File: config.mk
export PLATFORM = sky130hd
export DESIGN_NAME = uart
export DESIGN_NICKNAME = d
export VERILOG_FILES = /design/src/rtl/uart.sv
export SDC_FILE = /design/constraint.sdc
export NUM_CORES = 1
export LEC_CHECK = 0
export CAP_MARGIN = 20
export CORE_MARGIN = 4
export CORE_UTILIZATION = 35
export CTS_BUF_LIST = sky130_fd_sc_hd__clkbuf_16
export CTS_CLUSTER_DIAMETER = 50
export CTS_CLUSTER_SIZE = 10
export DETAILED_ROUTE_END_ITERATION = 10
export SLEW_MARGIN = 20
export SYNTH_ARGS = -nofsm -noshare
export SYNTH_HDL_FRONTEND = slang
export SYNTH_SLANG_ARGS = --single-unit
File: constraint.sdc
create_clock -name clk -period 2 [get_ports clk]
set_input_delay 0.6 -clock clk [delete_from_list [all_inputs] [get_ports clk]]
set_output_delay 0.6 -clock clk [all_outputs]
set_load 0.02 [all_outputs]
File: src/rtl/uart.sv
// Full-duplex 8-bit UART, optional odd/even parity, DIV = CLK_FREQ/BAUD clocks per bit.
// TX accepts a send only while idle (no queue); RX reports each good frame with a one-cycle rx_ok.
module uart #(
    parameter int CLK_FREQ = 50_000_000,
    parameter int BAUD     = 115200,
    parameter int PARITY   = 0
) (
    input  logic       clk,
    input  logic       rst,
    input  logic [7:0] tx_data,
    input  logic       tx_send,
    output logic       tx,
    output logic       tx_busy,
    input  logic       rx,
    output logic [7:0] rx_data,
    output logic       rx_ok,
    output logic       rx_error
);
    localparam int DIV  = CLK_FREQ / BAUD;
    localparam int HALF = DIV / 2;
    localparam int CW   = $clog2(DIV + 1);
    localparam logic [CW-1:0] DIV_M1  = CW'(DIV - 1);
    localparam logic [CW-1:0] HALF_M1 = CW'(HALF - 1);

    typedef enum logic [2:0] {S_IDLE, S_START, S_DATA, S_PAR, S_STOP, S_WAIT} state_t;

    state_t        tx_state_q, tx_state_d;
    logic [CW-1:0] tx_cnt_q, tx_cnt_d;
    logic [2:0]    tx_idx_q, tx_idx_d;
    logic [7:0]    tx_shr_q, tx_shr_d;
    logic          tx_par;

    state_t        rx_state_q, rx_state_d;
    logic [CW-1:0] rx_cnt_q, rx_cnt_d;
    logic [2:0]    rx_idx_q, rx_idx_d;
    logic [7:0]    rx_shr_q, rx_shr_d;
    logic          rx_par_q, rx_par_d;
    logic [7:0]    rx_data_q, rx_data_d;
    logic          rx_err_q, rx_err_d;
    logic          rx_ok_q, rx_ok_d;
    logic          rx_s1_q, rx_s2_q;
    logic          rx_exp_par;

    assign tx_par     = (PARITY == 1) ? ~^tx_shr_q : ^tx_shr_q;
    assign rx_exp_par = (PARITY == 1) ? ~^rx_shr_q : ^rx_shr_q;

    always_comb begin
        tx_state_d = tx_state_q;
        tx_cnt_d   = (tx_cnt_q == DIV_M1) ? '0 : tx_cnt_q + 1'b1;
        tx_idx_d   = tx_idx_q;
        tx_shr_d   = tx_shr_q;
        case (tx_state_q)
            S_IDLE: begin
                tx_cnt_d = '0;
                if (tx_send) begin
                    tx_shr_d   = tx_data;
                    tx_idx_d   = 3'd0;
                    tx_state_d = S_START;
                end
            end
            S_START: if (tx_cnt_q == DIV_M1) tx_state_d = S_DATA;
            S_DATA: if (tx_cnt_q == DIV_M1) begin
                tx_idx_d = tx_idx_q + 3'd1;
                if (tx_idx_q == 3'd7) tx_state_d = (PARITY != 0) ? S_PAR : S_STOP;
            end
            S_PAR:  if (tx_cnt_q == DIV_M1) tx_state_d = S_STOP;
            S_STOP: if (tx_cnt_q == DIV_M1) tx_state_d = S_IDLE;
            default: tx_state_d = S_IDLE;
        endcase
    end

    always_comb begin
        tx = 1'b1;
        case (tx_state_q)
            S_START: tx = 1'b0;
            S_DATA:  tx = tx_shr_q[tx_idx_q];
            S_PAR:   tx = tx_par;
            default: tx = 1'b1;
        endcase
    end

    assign tx_busy = (tx_state_q != S_IDLE);

    // Every sample point restarts the counter, so each later sample lands DIV clocks after the last.
    always_comb begin
        rx_state_d = rx_state_q;
        rx_cnt_d   = rx_cnt_q + 1'b1;
        rx_idx_d   = rx_idx_q;
        rx_shr_d   = rx_shr_q;
        rx_par_d   = rx_par_q;
        rx_data_d  = rx_data_q;
        rx_err_d   = rx_err_q;
        rx_ok_d    = 1'b0;
        case (rx_state_q)
            S_IDLE: begin
                rx_cnt_d = '0;
                if (!rx_s2_q) rx_state_d = S_START;
            end
            S_START: if (rx_cnt_q == HALF_M1) begin
                rx_cnt_d   = '0;
                rx_idx_d   = 3'd0;
                rx_state_d = rx_s2_q ? S_IDLE : S_DATA;
            end
            S_DATA: if (rx_cnt_q == DIV_M1) begin
                rx_cnt_d = '0;
                rx_shr_d = {rx_s2_q, rx_shr_q[7:1]};
                rx_idx_d = rx_idx_q + 3'd1;
                if (rx_idx_q == 3'd7) rx_state_d = (PARITY != 0) ? S_PAR : S_STOP;
            end
            S_PAR: if (rx_cnt_q == DIV_M1) begin
                rx_cnt_d   = '0;
                rx_par_d   = rx_s2_q;
                rx_state_d = S_STOP;
            end
            S_STOP: if (rx_cnt_q == DIV_M1) begin
                rx_cnt_d = '0;
                if (rx_s2_q) begin
                    rx_data_d  = rx_shr_q;
                    rx_err_d   = (PARITY != 0) && (rx_par_q != rx_exp_par);
                    rx_ok_d    = 1'b1;
                    rx_state_d = S_IDLE;
                end else begin
                    rx_state_d = S_WAIT;
                end
            end
            S_WAIT: begin
                rx_cnt_d = '0;
                if (rx_s2_q) rx_state_d = S_IDLE;
            end
            default: rx_state_d = S_IDLE;
        endcase
    end

    always_ff @(posedge clk) begin
        if (rst) begin
            tx_state_q <= S_IDLE;
            tx_cnt_q   <= '0;
            tx_idx_q   <= 3'd0;
            tx_shr_q   <= 8'h00;
            rx_state_q <= S_IDLE;
            rx_cnt_q   <= '0;
            rx_idx_q   <= 3'd0;
            rx_shr_q   <= 8'h00;
            rx_par_q   <= 1'b0;
            rx_data_q  <= 8'h00;
            rx_err_q   <= 1'b0;
            rx_ok_q    <= 1'b0;
            rx_s1_q    <= 1'b1;
            rx_s2_q    <= 1'b1;
        end else begin
            tx_state_q <= tx_state_d;
            tx_cnt_q   <= tx_cnt_d;
            tx_idx_q   <= tx_idx_d;
            tx_shr_q   <= tx_shr_d;
            rx_state_q <= rx_state_d;
            rx_cnt_q   <= rx_cnt_d;
            rx_idx_q   <= rx_idx_d;
            rx_shr_q   <= rx_shr_d;
            rx_par_q   <= rx_par_d;
            rx_data_q  <= rx_data_d;
            rx_err_q   <= rx_err_d;
            rx_ok_q    <= rx_ok_d;
            rx_s1_q    <= rx;
            rx_s2_q    <= rx_s1_q;
        end
    end

    assign rx_data  = rx_data_q;
    assign rx_error = rx_err_q;
    assign rx_ok    = rx_ok_q;
endmodule

-- After elaboration in Yosys (flattened, before gate mapping)
Index checks and enable logic that the tools add are counted.
- bits in registers: 57
- input bits: 12
- output and inout port bits: 12
- logic and storage cells: 93
- add/subtract/negate cells: 4
- order comparisons: 1
- equal/unequal tests: 27
- mux-type cells: 30
- bitwise operators: 2
- reduce and logical (&&, ||, !) cells: 17
- operators with widths (operator ; count):
    3-bit two-way mux ; 18
    9-bit case mux with 3 select lines ; 1
    2-bit != test (second input constant) ; 13
    9-bit by 1-bit adder with 9-bit output (second input constant) ; 2
    9-bit equality test (second input constant) ; 2
    9-bit two-way mux ; 2
    3-bit case mux with 6 select lines ; 1
    3-bit equality test (second input constant) ; 5
    3-bit case mux with 5 select lines ; 1
    3-bit by 2-bit equality test with 1-bit output (second input constant) ; 4
    3-bit case mux with 2 select lines ; 2
    9-bit by 8-bit equality test with 1-bit output (second input constant) ; 1
    3-bit AND reduction ; 3
    3-bit OR reduction ; 3
    8-bit parity ; 1
    7-bit AND reduction ; 1
    3-bit by 1-bit adder with 3-bit output (second input constant) ; 2
    3-bit by 1-bit equality test with 1-bit output (second input constant) ; 2
    3-bit zero test ; 2
    6-bit AND reduction ; 1
    3-bit by 4-bit less-than comparator with 1-bit output (second input constant) ; 1
    2-bit AND reduction ; 2
    2-bit nonzero test ; 2
    1-bit binary-select mux with 3-bit select ; 1
    6 further kinds ; 8

-- Longest topological paths before layout
- depth in word-level cells: 4
- gate-level depth with buffers: 8
- mapped depth without buffers: 7

-- Worst setup path before layout
Ideal clock, no wire load.
- path type: reg2out
- from: register tx_idx_q[0]
- to: output port tx
- arrival: 1339 ps
- data required time: 1400 ps
- path slack: 61 ps
- stages on the path, launching flop included: 6
- buffers on the path: 0
- cells stage by stage: dfxtp_1 -> mux4_2 -> mux2i_1 -> nand2_1 -> nor2_1 -> o21bai_1
- longest elaborated chain between the ends: 3
- ends and longest elaborated chain (element ; line ; text):
    start, declared ; 29 ; logic [2:0] tx_idx_q, tx_idx_d;
    start signal, assigned ; 153 ; tx_idx_q <= tx_idx_d;
    1-bit binary-select mux with 3-bit select ; 76 ; S_DATA: tx = tx_shr_q[tx_idx_q];
    1-bit two-way mux (implied by the code) ; 76 ;
    1-bit case mux with 3 select lines ; 74 ; case (tx_state_q)
    end, declared ; 12 ; output logic tx,
Every way passes these cells. The select of a mux whose other input is x is not followed.

-- Worst setup path after layout
Ends and elaborated chain as after synthesis.

==> impl_metrics.csv <==
group,metric,value,unit
routing,first_pass_iters,4,
power_and_ir_drop,leakage,1.36,nW
logic_synthesis,synth_async_sr_flop_share,0,%
sta,min_period,2300,ps
logic_synthesis,synth-edff-count,0,
clocking,cts_max_path_buffers,2,
global_routing,grtUsageTotal,12.3,%
logic_synthesis,synth_largest_area_cell,"dfxtp_1",
placement,port_buffers,22,
clocking,cts_buffers,9,
power_and_ir_drop,powerDensity,925,mW/mm²
setup_path,start_kind,"flip-flop",
finish,area_delta_synth_final,30.5,%
global_routing,grt_pass1_vias,1904,
power_and_ir_drop,peakVddDrop,0.507,mV
logic_synthesis,synthesis.area,0.00257,mm²
logic_synthesis,synth_top_area_share,44.4,%
finish,seq_area,0.00115,mm²
finish,antennaDiodeCount,0,
logic_synthesis,synth_warnings,0,
sta,period_share,115,%
finish,fillCellCount,689,
global_routing,antenna_found_initial,0,
hold_path,hold_path_class,"flip-flop to flip-flop",
logic_synthesis,synthFlopType,"dfxtp_1",
finish,stdcell_count,423,
logic_synthesis,syn-num-nets,304,
routing,routed_via_density,4.67,
sta,setup_violations,1,
logic_synthesis,synth_top_family_by_area,"simple AND/OR/NAND/NOR gates",
routing,drt-initial-drc-count,52,
placement,hpwl,3440,µm
routing,ant_nets,0,
routing,drc_errors,0,
logic_synthesis,synth-simple-area-share,23.1,%
setup_path,end_kind,"output port",
clocking,holdBufCountCts,0,
power_and_ir_drop,p_int,2.34,mW
logic_synthesis,synth_cell_types,49,
placement,dpl.cell_count,405,
logic_synthesis,synthXorXnorAreaFrac,7.15,%
logic_synthesis,muxShareOfSynthArea,8.81,%
die,die_height,93.7,µm
setup_path,rr_startpoint,"rx_cnt_q[1]",
finish,nets,343,
die,fp.dieW,93.7,µm
logic_synthesis,synthAdderAreaFrac,4.38,%
sta,fmax,0.434,GHz
logic_synthesis,ys_ff_latch,57,
die,rows,30,
power_and_ir_drop,p_sw,761,µW
sta,finalClockSkew,7.56,ps
logic_synthesis,syn_avg_cell_area,9.09,µm²
global_routing,grt-ovfl-total,0,
placement,gp_congestion,0.807,
global_routing,grt_max_degree,16,
sta,rsz0062_at_grt,"yes",
die,ios,24,
sta,final_hold_viol_count,0,
finish,layout_commonest_cell,"dfxtp_1",
clocking,insertion_delay,330,ps
routing,routedWlPerCell,11.5,µm
finish,multi_input_comb_area,0.00134,mm²
die,start_util,36.8,%
logic_synthesis,synthCells,283,
setup_path,arrival,1700,ps
routing,drt_wl_total,4860,µm
run_status,outcome,"finished with violations",
setup_path,setup.worst_path.start,"tx_idx_q[0]",
routing,num_vias,1976,
logic_synthesis,synth_area_leaders,"dfxtp_1 (44%), nor2_1 (7.2%), mux2i_1 (6.6%), xnor2_1 (4.8%), ha_1 (4.4%)",
clocking,clock_sinks,57,
hold_path,hp-start,"rx_s1_q",
die,fp.coreArea,0.00698,mm²
logic_synthesis,yosysSeqAreaShare,44.4,%
die,die-area,0.00878,mm²
run_status,violations,"setup timing",
setup_path,crit_fanout,3,
sta,timing.final.ws_setup,-304,ps
clocking,htree_levels,3,
setup_path,required,1400,ps
setup_path,path_class,"flip-flop to output port",
logic_synthesis,synth_compound_area_share,7.45,%
global_routing,grt_pass1_wl,8590,µm
sta,slew_violations,0,
job,cap_viol_max_count,0,
power_and_ir_drop,pwr-share-clk,47.7,%
power_and_ir_drop,p_comb_share,13.5,%
clocking,cts_root_buf,"clkbuf_16",
finish,final_core_util,48.0,%
clocking,cts_tree,"yes",
finish,drive_gt1_share,17.1,%
finish,layout_common_cells,"dfxtp_1 (55), nor2_1 (49), nand2_1 (28)",
power_and_ir_drop,seqPwrFrac,38.8,%
power_and_ir_drop,swShare,24.5,%
sta,hold_ws,415,ps
clocking,clk_pin_slew,50,ps
-- layout make-up --
cell class                      count  share of cell area (%)
Clock inverter                      7                    2.13
Inverter                           10                    1.12
Tap cell                           96                    3.58
Timing Repair Buffer               43                    12.3
Multi-Input combinational cell    201                    39.9
Clock buffer                        9                    6.71
Sequential cell                    57                    34.2
-- metrics by stage --
stage,TNS (ps),cell area (µm²),power [mW],setup WS (ps)
6_report,-304,3350,3.10,-304
5_1_grt,-568,3350,3.26,-430
4_1_cts,-395,3300,3.15,-340
3_5_place_dp,-418,2990,1.65,-418
3_3_place_gp,-388,2990,1.64,-388
2_1_floorplan,0,2570,1.49,61.1
-- power groups by stage --
stage | Combinational, mW | Clock, mW | Sequential, mW
floorplan | 0.272 | 0 | 1.22
global placement | 0.418 | 0 | 1.23
detailed placement | 0.420 | 0 | 1.23
CTS | 0.421 | 1.52 | 1.20
global route | 0.480 | 1.58 | 1.21
finish | 0.419 | 1.48 | 1.20
-- logic make-up (layout without fill, tap and decap cells) --
kind of cell	Yosys count	in the layout
XOR/XNOR	21	21
AND/OR/NAND/NOR	119	119
other	1	1
flip-flops	57	57
AO/OA/AOI/OAI	31	31
buffers and inverters	25	69
adder cells (fa/ha/maj)	9	9
multiplexers	20	20
-- cell usage after synthesis, types with 3 or more instances --
cell      count
and3_1        3
a21oi_1      17
nor2b_1       3
nand3_1       8
nand2_1      28
mux2i_1      17
dfxtp_1      57
nor3_1        3
clkbuf_1      9
xnor2_1      14
inv_1        10
nor2_1       49
xor2_1        7
nand2b_1      3
ha_1          9
-- layer usage --
layer  track usage, %  wire length, µm
met3             5.13              222
met4             4.21               74
met2             19.1             2330
met5                0                0
met1             15.4             2230
-- sequential cells by signal, summed over array words and instances, names as in the netlist --
register    flops
rx_ok           1
tx_idx_q        3
rx_idx_q        3
rx_data         8
rx_s2_q         1
tx_shr_q        8
rx_cnt_q        9
tx_cnt_q        9
rx_state_q      3
tx_state_q      3
rx_shr_q        8
rx_s1_q         1
-- worst max-delay path: stages, from the launching register on --
cell and delay, ps:
dfxtp_4 360, mux4_2 500, mux2i_1 140, nand2_1 60
nor2_1 90, o21bai_1 80, buf_2 160
-- timing repair --
action	4_1_cts	5_1_grt
buffers inserted	1	0
gates resized for setup	7	7
cloned	0	1
pin swaps	2	1
setup endpoints to repair	3	16
-- final timing paths --
kind / endpoint / slack, ps / cells after the start
hold reg to reg: rx_s2_q / 410 / 1
setup / recovery: tx / -300 / 6
hold / removal: rx_s2_q / 410 / 1
setup reg to reg: rx_shr_q[1] / 80 / 7
(Power assumes the default switching activity.)
